`config.mk`:
```
export PLATFORM = sky130hd
export DESIGN_NAME = fifo_pop_ctrl
export DESIGN_NICKNAME = d
export VERILOG_FILES = /design/src/rtl/fifo_pop_ctrl.sv
export SDC_FILE = /design/constraint.sdc
export NUM_CORES = 1
export LEC_CHECK = 0
export CAP_MARGIN = 25
export CORE_UTILIZATION = 40
export CTS_CLUSTER_SIZE = 24
export DETAILED_ROUTE_END_ITERATION = 16
export PLACE_DENSITY_LB_ADDON = 0.25
export SYNTH_ARGS = -nofsm -noshare
export SYNTH_HDL_FRONTEND = slang
export SYNTH_SLANG_ARGS = --single-unit
```
`constraint.sdc`:
```
create_clock -name clk -period 3.95 [get_ports clk]
set_clock_uncertainty 0.1 [all_clocks]
set_input_delay 0.5925 -clock clk [delete_from_list [all_inputs] [get_ports clk]]
set_output_delay 0.5925 -clock clk [all_outputs]
set_load 0.02 [all_outputs]
```
`src/rtl/fifo_pop_ctrl.sv`:
```
// Pop controller: drains an upstream FIFO with one-cycle read latency
// into a 2-entry holding buffer behind a valid/ready output.
module fifo_pop_ctrl #(
    parameter int DATA_WIDTH = 4
) (
    input  logic                  clk,
    input  logic                  rst_n,
    input  logic                  enable,
    input  logic                  fifo_empty,
    input  logic [DATA_WIDTH-1:0] fifo_data,
    output logic                  fifo_rd_en,
    input  logic                  out_ready,
    output logic                  out_valid,
    output logic [DATA_WIDTH-1:0] out_data,
    output logic [7:0]            out_count,
    output logic                  busy
);

    localparam int HOLD_DEPTH = 2;

    typedef enum logic [1:0] {
        IDLE,
        STREAM,
        DRAIN
    } state_t;

    state_t state_q;
    state_t state_d;

    logic [1:0]            hold_cnt;
    logic                  rd_ptr;
    logic                  wr_ptr;
    logic                  inflight;
    logic [7:0]            cnt_q;
    logic [DATA_WIDTH-1:0] hold_mem [HOLD_DEPTH];

    logic       xfer;
    logic       capture;
    logic [2:0] pending;

    assign out_valid = (hold_cnt != 2'd0);
    assign xfer      = out_valid && out_ready;
    assign capture   = inflight;

    // Slots that will be occupied next cycle; a pop is safe only if one stays free.
    assign pending = {1'b0, hold_cnt}
                   + {2'b00, inflight}
                   - {2'b00, xfer};

    assign fifo_rd_en = (state_q == STREAM)
                     && !fifo_empty
                     && (pending < 3'd2);

    assign out_data  = hold_mem[rd_ptr];
    assign out_count = cnt_q;
    assign busy      = (state_q != IDLE);

    always_ff @(posedge clk or negedge rst_n) begin
        if (!rst_n) begin
            state_q <= IDLE;
        end else begin
            state_q <= state_d;
        end
    end

    always_comb begin
        state_d = state_q;
        unique case (state_q)
            IDLE: begin
                if (enable) begin
                    state_d = STREAM;
                end
            end
            STREAM: begin
                if (!enable) begin
                    if ((hold_cnt != 2'd0) || inflight) begin
                        state_d = DRAIN;
                    end else begin
                        state_d = IDLE;
                    end
                end
            end
            DRAIN: begin
                if (enable) begin
                    state_d = STREAM;
                end else if ((hold_cnt == 2'd0) && !inflight) begin
                    state_d = IDLE;
                end
            end
            default: begin
                state_d = IDLE;
            end
        endcase
    end

    always_ff @(posedge clk or negedge rst_n) begin
        if (!rst_n) begin
            hold_cnt <= 2'd0;
            rd_ptr   <= 1'b0;
            wr_ptr   <= 1'b0;
            inflight <= 1'b0;
            cnt_q    <= 8'd0;
        end else begin
            inflight <= fifo_rd_en;
            if (capture) begin
                wr_ptr <= ~wr_ptr;
            end
            if (xfer) begin
                rd_ptr <= ~rd_ptr;
                cnt_q  <= cnt_q + 8'd1;
            end
            unique case (1'b1)
                capture && !xfer: hold_cnt <= hold_cnt + 2'd1;
                xfer && !capture: hold_cnt <= hold_cnt - 2'd1;
                default: ;
            endcase
        end
    end

    always_ff @(posedge clk or negedge rst_n) begin
        if (!rst_n) begin
            for (int i = 0; i < HOLD_DEPTH; i++) begin
                hold_mem[i] <= '0;
            end
        end else if (capture) begin
            hold_mem[wr_ptr] <= fifo_data;
        end
    end

endmodule

```
---- Yosys cells after proc, flatten, opt, wreduce, memory -nomap -nowiden ----
Cells that the tools add are included.
storage, ports and cells
  bits of input ports ..................... 9
  word-level logic and storage cells ...... 56
  output and inout port bits .............. 15
  flip-flop bits (word level) ............. 23
cells by class
  add/sub/neg operators ................... 5
  reductions and logical operators ........ 17
  order comparisons ....................... 4
  bitwise logic cells ..................... 4
  eq/ne operators ......................... 5
  muxes and demuxes ....................... 13
operators by type and width
  operator                                                                       number
  4-bit two-way mux                                                              4
  2-bit two-way mux                                                              5
  8-bit by 1-bit adder with 8-bit output (second input constant)                 1
  8-bit bitwise mux                                                              1
  1-bit logical AND                                                              7
  2-bit one-hot mux with 3 select lines                                          1
  2-bit nonzero test                                                             3
  4-bit demux with 1-bit select                                                  1
  2-bit >= comparator (second input constant)                                    2
  2-bit zero test                                                                2
  2-bit inequality test (second input constant)                                  2
  1-bit inverter with 2-bit output                                               2
  2-bit one-hot mux with 2 select lines                                          1
  2-bit by 1-bit adder with 3-bit output                                         1
  1-bit zero test                                                                3
  3-bit by 2-bit less-than comparator with 1-bit output (second input constant)  1
  3-bit inequality test (second input constant)                                  1
  3-bit AND reduction                                                            1
  3-bit by 1-bit subtractor with 3-bit output                                    1
  2-bit by 1-bit adder with 2-bit output (second input constant)                 1
  2-bit by 1-bit == test with 1-bit output (second input constant)               1
  2-bit == test (second input constant)                                          1
  2-bit by 1-bit less-than comparator with 1-bit output (second input constant)  1
  1-bit inverter                                                                 2
  2 further kinds                                                                2

---- Depth between registers and ports, before layout ----
Gate-level depths: netlist (run 1).
  depth after elaboration ................. 6
  gate-level depth with buffers ........... 6
  gate-level depth less buffers ........... 5

---- Worst setup path before layout (run 1) ----
Ideal clock, no wire load.
  kind .................................... register to output
  from .................................... reg hold_cnt[1]
  to ...................................... out fifo_rd_en
  slack ................................... 1,458 ps
  arrival time ............................ 1,799 ps
  data required time ...................... 3,257 ps
  cell stages (with the launch flop) ...... 7
  path buffers ............................ 1
  path through ............................ dfrtp_1 buf_4 o21ai_2 nor2_1 fa_1 nand4bb_1 nor2_1
on the way
  longest elaborated chain between the ends .. 5
  elaborated cells on any way between the ends .. 6
  those cells by class .................... 2 x add/sub; 1 x order compare; 3 x reduce/logical
ends and longest elaborated chain
  element                                                                                         line  text
  start, declared                                                                                 30    logic [1:0] hold_cnt;
  start signal, assigned                                                                          113   capture && !xfer: hold_cnt <= hold_cnt + 2'd1;
  start signal, assigned                                                                          114   xfer && !capture: hold_cnt <= hold_cnt - 2'd1;
  parallel branches: the longest is 2 deep, another holds 2-bit by 1-bit adder with 3-bit output  n/a
  3-bit by 1-bit subtractor with 3-bit output *                                                   48    - {2'b00, xfer};
  3-bit by 2-bit less-than comparator with 1-bit output *                                         52    && (pending < 3'd2);
  1-bit logical AND *                                                                             52
  end, declared                                                                                   11    output logic fifo_rd_en,
Every way passes the cells marked *.

---- Final worst setup path (run 1) ----
  from .................................... in out_ready
  to ...................................... out fifo_rd_en
on the way
  longest elaborated chain between the ends .. 4
ends and longest elaborated chain
  element                                                line  text
  start, declared                                        12    input logic out_ready,
  1-bit logical AND                                      42    assign xfer = out_valid && out_ready;
  3-bit by 1-bit subtractor with 3-bit output            48
  3-bit by 2-bit less-than comparator with 1-bit output  52
  1-bit logical AND                                      52
Every way passes these cells.

==> out/results.tsv, run 1 <==
metric	value	unit
dieArea	2860	um2
h-tree-depth	1	
hold_viol_final	0	
crit_start	out_ready	
end_kind	output port	
syn_nets	98	
overflow	0	
cts.path.max_buffers	2	
synth.cell_area	1060	um2
cts_sinks	23	
slew-limit-headroom	69.3	%
whs	0.377	ns
place_area	1310	um2
drt_iter0_markers	7	
power	1.01	mW
worstHoldStart	out_count[7]	
reg2reg_to	capture	
wl_per_cell	12.9	um
ir_drop	0.349	mV
drc	0	
ys_types	24	
hold_path_depth	1	
setup_viol	0	
hold_path.class	reg -> reg	
clkTransAtPathRegs	0.12	ns
cts_hold_buf	0	
cp_slowest_cell	clkdlybuf4s50_1	
synth_area_per_cell	12.2	um2
core	2500	um2
cts-root-buf	clkbuf_4	
reg2reg_setup_slack	2.13	ns
synth_enable_flop_cells	0	
final_cells	142	
grt_pass1_wl	3220	um
grt_pass1_vias	725	
synth_area_leaders	dfrtp_1 54%, mux2_2 13%, xnor2_1 5.8%, xor2_1 5.0%, nand2_1 3.2%	
postSynthCellCount	87	
drive_gt1_share	17.0	%
fin_area	1360	um2
ys_warn_count	0	
start_util	42.4	%
cp_data_required_time	3.26	ns
utilization	54.5	%
r2r-start	hold_cnt[1]	
antenna_found_initial	0	
num_rows	18	
io_buffers	23	
cts_setup_buffers	0	
crit_type	in -> out	
vias	695	
timing.final.ws_setup	0.511	ns
clock_latency	0.31	ns
ys_seq_area_share	54.3	%
crit_family	buffers and inverters	
startpoint_type	input port	
finalCritPeriodShare	87.1	%
async_flop_share	100	%
grt_usage	16.2	%
final.min_clock_period	3.44	ns
setup_tns	0	ns
diodes	0	
nets	124	
routabilityCongestion	0.718	
leakagePower	0.598	nW
power_density	739	nW/um2
cpPeakStageDelay	0.62	ns
ctsResizeCount	0	
max_cap_violations	0	
place_hpwl	1300	um
via_per_inst	4.89	
synth_top_area_cell	dfrtp_1	
fp.dieH	53.5	um
dp_cells	137	
critPathMaxFanout	7	
status	completed	
ys_ff_latch	23	
cts_tree	built	
drt-pass1-iter-count	4	
die_w	53.5	um
path_cells	clkdlybuf4s50_1, o21ai_2, nor2_1, fa_1, nand4bb_1, nor2_1, clkdlybuf4s50_1	
grt_max_degree	24	
pre_cts_ws	0.484	ns
arrival	2.75	ns
reg2reg_depth	5	
synth_ff_type	dfrtp_1	
layout_common_cells	23 x dfrtp_1, 23 x clkdlybuf4s50_1, 12 x mux2_2, 9 x nand2_1, 7 x xnor2_1	
holdPathEnd	out_count[7]	
cts_made_buffers	3	
drtAntennaViolNets	0	
tightest_slew	0.459	ns
wirelength	1840	um
fmaxAchievable	0.291	GHz
finalMaxSlewViolations	0	
rsz0062_at_grt	no	
boundaryPins	24	
critPathBufInv	2	
synth_top_area_share	54.3	%
area_growth	28.5	%
## cells in the mapped netlist (2+ instances only)
| cell type | number |
|---|---|
| a21oi_1 | 2 |
| nor3_1 | 4 |
| mux2_2 | 12 |
| nand2_1 | 9 |
| nor2_1 | 4 |
| xor2_1 | 6 |
| nand4_1 | 3 |
| or2_2 | 2 |
| dfrtp_1 | 23 |
| xnor2_1 | 7 |
| buf_4 | 2 |
## worst max path at each step
stage / end / slack [ns] / cells past startpoint
final: fifo_rd_en / 0.51 / 7
after global routing: fifo_rd_en / 0.34 / 7
after CTS: fifo_rd_en / 0.48 / 7
after detailed placement: fifo_rd_en / 0.48 / 7
after global placement: fifo_rd_en / 0.55 / 7
after floorplan: fifo_rd_en / 1.46 / 6
## cell families after synthesis
group | share of synthesized area, %
xor gates and xnor gates | 10.7
adders and majority gates | 3.07
DFF | 54.3
buffers and inverters | 2.24
muxes | 12.8
and+or+nand+nor | 14.4
AOI/OAI and AO/OA | 2.48
## power breakdown
part | switching, mW | internal, mW
registers | 0.0967 | 0.329
logic | 0.207 | 0.266
clock network | 0.0680 | 0.0394
total | 0.372 | 0.634
## per-layer routing
layer  GRT usage [%]  part of all wire (%)  vias to the layer above
met1            22.2                    48                      335
met2            23.3                    47                       13
met4            8.77                  0.54                        0
li1                -                     -                      345
met3            3.74                   4.4                        2
met5               0                     0                        -
## flip-flops by register name, summed over array words and instances, names as in the netlist
| name | flops |
|---|---|
| hold_cnt | 2 |
| state_q | 2 |
| rd_ptr | 1 |
| wr_ptr | 1 |
| hold_mem | 8 |
| out_count | 8 |
| capture | 1 |
## area by class of cell
class | instances | area [um2]
timing repair buffer | 24 | 258
fill | 228 | 1140
multi-input combinational | 60 | 460
tap | 30 | 37.5
sequential | 23 | 576
inverter | 1 | 3.75
clock buffer | 4 | 26.3
No activity file was read; power rests on OpenSTA's default activity.
==> run 2, diff against run 1 <==
Settings changed: SLEW_MARGIN set to 20.
Clock period 3.95 ns to 4.4 ns, I/O delays scaled along.
==> run 2 against run 1 <==
Against the previous run: routed wire length decreased by 2.7%; worst setup slack improved by 0.30 ns; via count is the same; clock-buffer cell count down 1; final cell count fell by 0.70%; register-to-register slack better by 0.44 ns; critical path depth did not move; sequential share of layout area grew 0.99 points; global-route usage is 0.73 points lower; design area shrank 2.3%; first-iteration DRC count fell by 43%; combinational power decreased by 11%; critical path type unchanged.
==> out/results.tsv, run 2 (synthesis results as in run 1) <==
metric	value	unit
status	completed	
via_per_inst	4.93	
area_growth	25.5	%
seq_power_share	42.5	%
rsz0062_at_grt	no	
nets	123	
p_switching	336	uW
antenna_found_initial	0	
grt_max_degree	24	
drive_gt1_share	18.0	%
grt_usage	15.5	%
core	2500	um2
cts_setup_buffers	0	
switching_share	37.3	%
end_kind	output port	
reg2reg_to	capture	
setup_viol	0	
place_hpwl	1300	um
clkTransAtPathRegs	0.13	ns
layout_common_cells	23 x dfrtp_1, 22 x clkdlybuf4s50_1, 12 x mux2_2, 9 x nand2_1, 7 x xnor2_1	
hold_viol_final	0	
dp_cells	137	
internal_power	565	uW
reg2reg_setup_slack	2.57	ns
drt-pass1-iter-count	2	
cp_slowest_cell	clkdlybuf4s50_1	
power_density	678	nW/um2
die_w	53.5	um
setup_tns	0	ns
num_rows	18	
cts_made_buffers	3	
wirelength	1790	um
reg2reg_depth	5	
tightest_slew	0.511	ns
critPathBufInv	2	
startpoint_type	input port	
ctsResizeCount	0	
finalCritPeriodShare	81.5	%
start_util	42.4	%
clock_latency	0.30	ns
io_buffers	23	
final.min_clock_period	3.58	ns
vias	695	
hold_path.class	in -> async	
p_comb_share	46.8	%
grt_pass1_vias	705	
fmaxAchievable	0.279	GHz
cts.path.max_buffers	2	
grt_pass1_wl	3110	um
boundaryPins	24	
cts-root-buf	clkbuf_4	
crit_type	in -> out	
crit_path_frequent_cell	clkdlybuf4s50_1	
drt_iter0_markers	4	
crit_family	buffers and inverters	
arrival	2.82	ns
wl_per_cell	12.7	um
cts_hold_buf	0	
drc	0	
overflow	0	
routabilityCongestion	0.718	
fp.dieH	53.5	um
cpPeakStageDelay	0.62	ns
cts_tree	built	
path_cells	clkdlybuf4s50_1, xor2_1, nand2_1, fa_1, nand4bb_1, nor2_1, clkdlybuf4s50_1	
h-tree-depth	1	
final_common_cell	dfrtp_1	
dieArea	2860	um2
leakagePower	0.588	nW
diodes	0	
finalMaxSlewViolations	0	
max_cap_violations	0	
cts_sinks	23	
critPathMaxFanout	5	
p_clk_share	10.7	%
slew-limit-headroom	65.9	%
cp_data_required_time	3.64	ns
cp_num_cells	7	
drtAntennaViolNets	0	
r2r-start	hold_cnt[0]	
ir_drop	0.317	mV
final_cells	141	
## run 2: cell count changes in the layout (fill, tap and decap cells not counted)
cell / before / now
buf_2: 0 / 1
clkinv_2: 0 / 1
buf_16: 1 / 0
clkdlybuf4s50_1: 23 / 22
clkbuf_1: 1 / 0
## run 2: layout make-up
cell class | instances | area, um2
sequential | 23 | 576
multi-input combinational | 60 | 460
timing repair buffer | 23 | 225
clock inverter | 1 | 5.00
tap | 30 | 37.5
inverter | 1 | 3.75
clock buffer | 3 | 22.5
fill | 224 | 1170
## run 2: power by group through the flow
stage / clock (mW) / combinational [mW] / sequential [mW]
2_1_floorplan: 0 / 0.268 / 0.382
3_3_place_gp: 0 / 0.418 / 0.383
3_5_place_dp: 0 / 0.428 / 0.387
4_1_cts: 0.101 / 0.429 / 0.384
5_1_grt: 0.108 / 0.464 / 0.401
6_report: 0.0963 / 0.422 / 0.383
## run 2: how the worst max path moves through the flow
stage | from | end | slack [ns]
floorplan | hold_cnt[1] | fifo_rd_en | 1.84
finish | out_ready | fifo_rd_en | 0.82
CTS | out_ready | fifo_rd_en | 0.79
global route | out_ready | fifo_rd_en | 0.68
detailed placement | out_ready | fifo_rd_en | 0.80
global placement | out_ready | fifo_rd_en | 0.87
## run 2: stage by stage
step	util, %	total power, mW	instance area, um2	setup WS (ns)	hold slack, ns
floorplan	-	0.650	1060	1.84	0.264
global placement	52.3	0.801	1310	0.868	0.358
detailed placement	52.3	0.815	1310	0.795	0.363
CTS	53.4	0.915	1340	0.788	0.381
global route	53.2	0.973	1330	0.678	0.235
finish	53.2	0.901	1330	0.815	0.204
## run 2: worst register-to-register path, cell delays in order, from the launching register on
cell	delay, ns
dfrtp_1	0.49
o21ai_2	0.33
nor2_1	0.10
fa_1	0.51
nand4bb_1	0.10
nor2_1	0.14
## run 2: routing by layer
layer,routed length [um],up-vias,global-route usage [%]
met5,0,-,0
met4,10,0,6.58
met3,64,2,2.87
met2,823,13,23.3
met1,888,336,21.5
li1,-,344,-
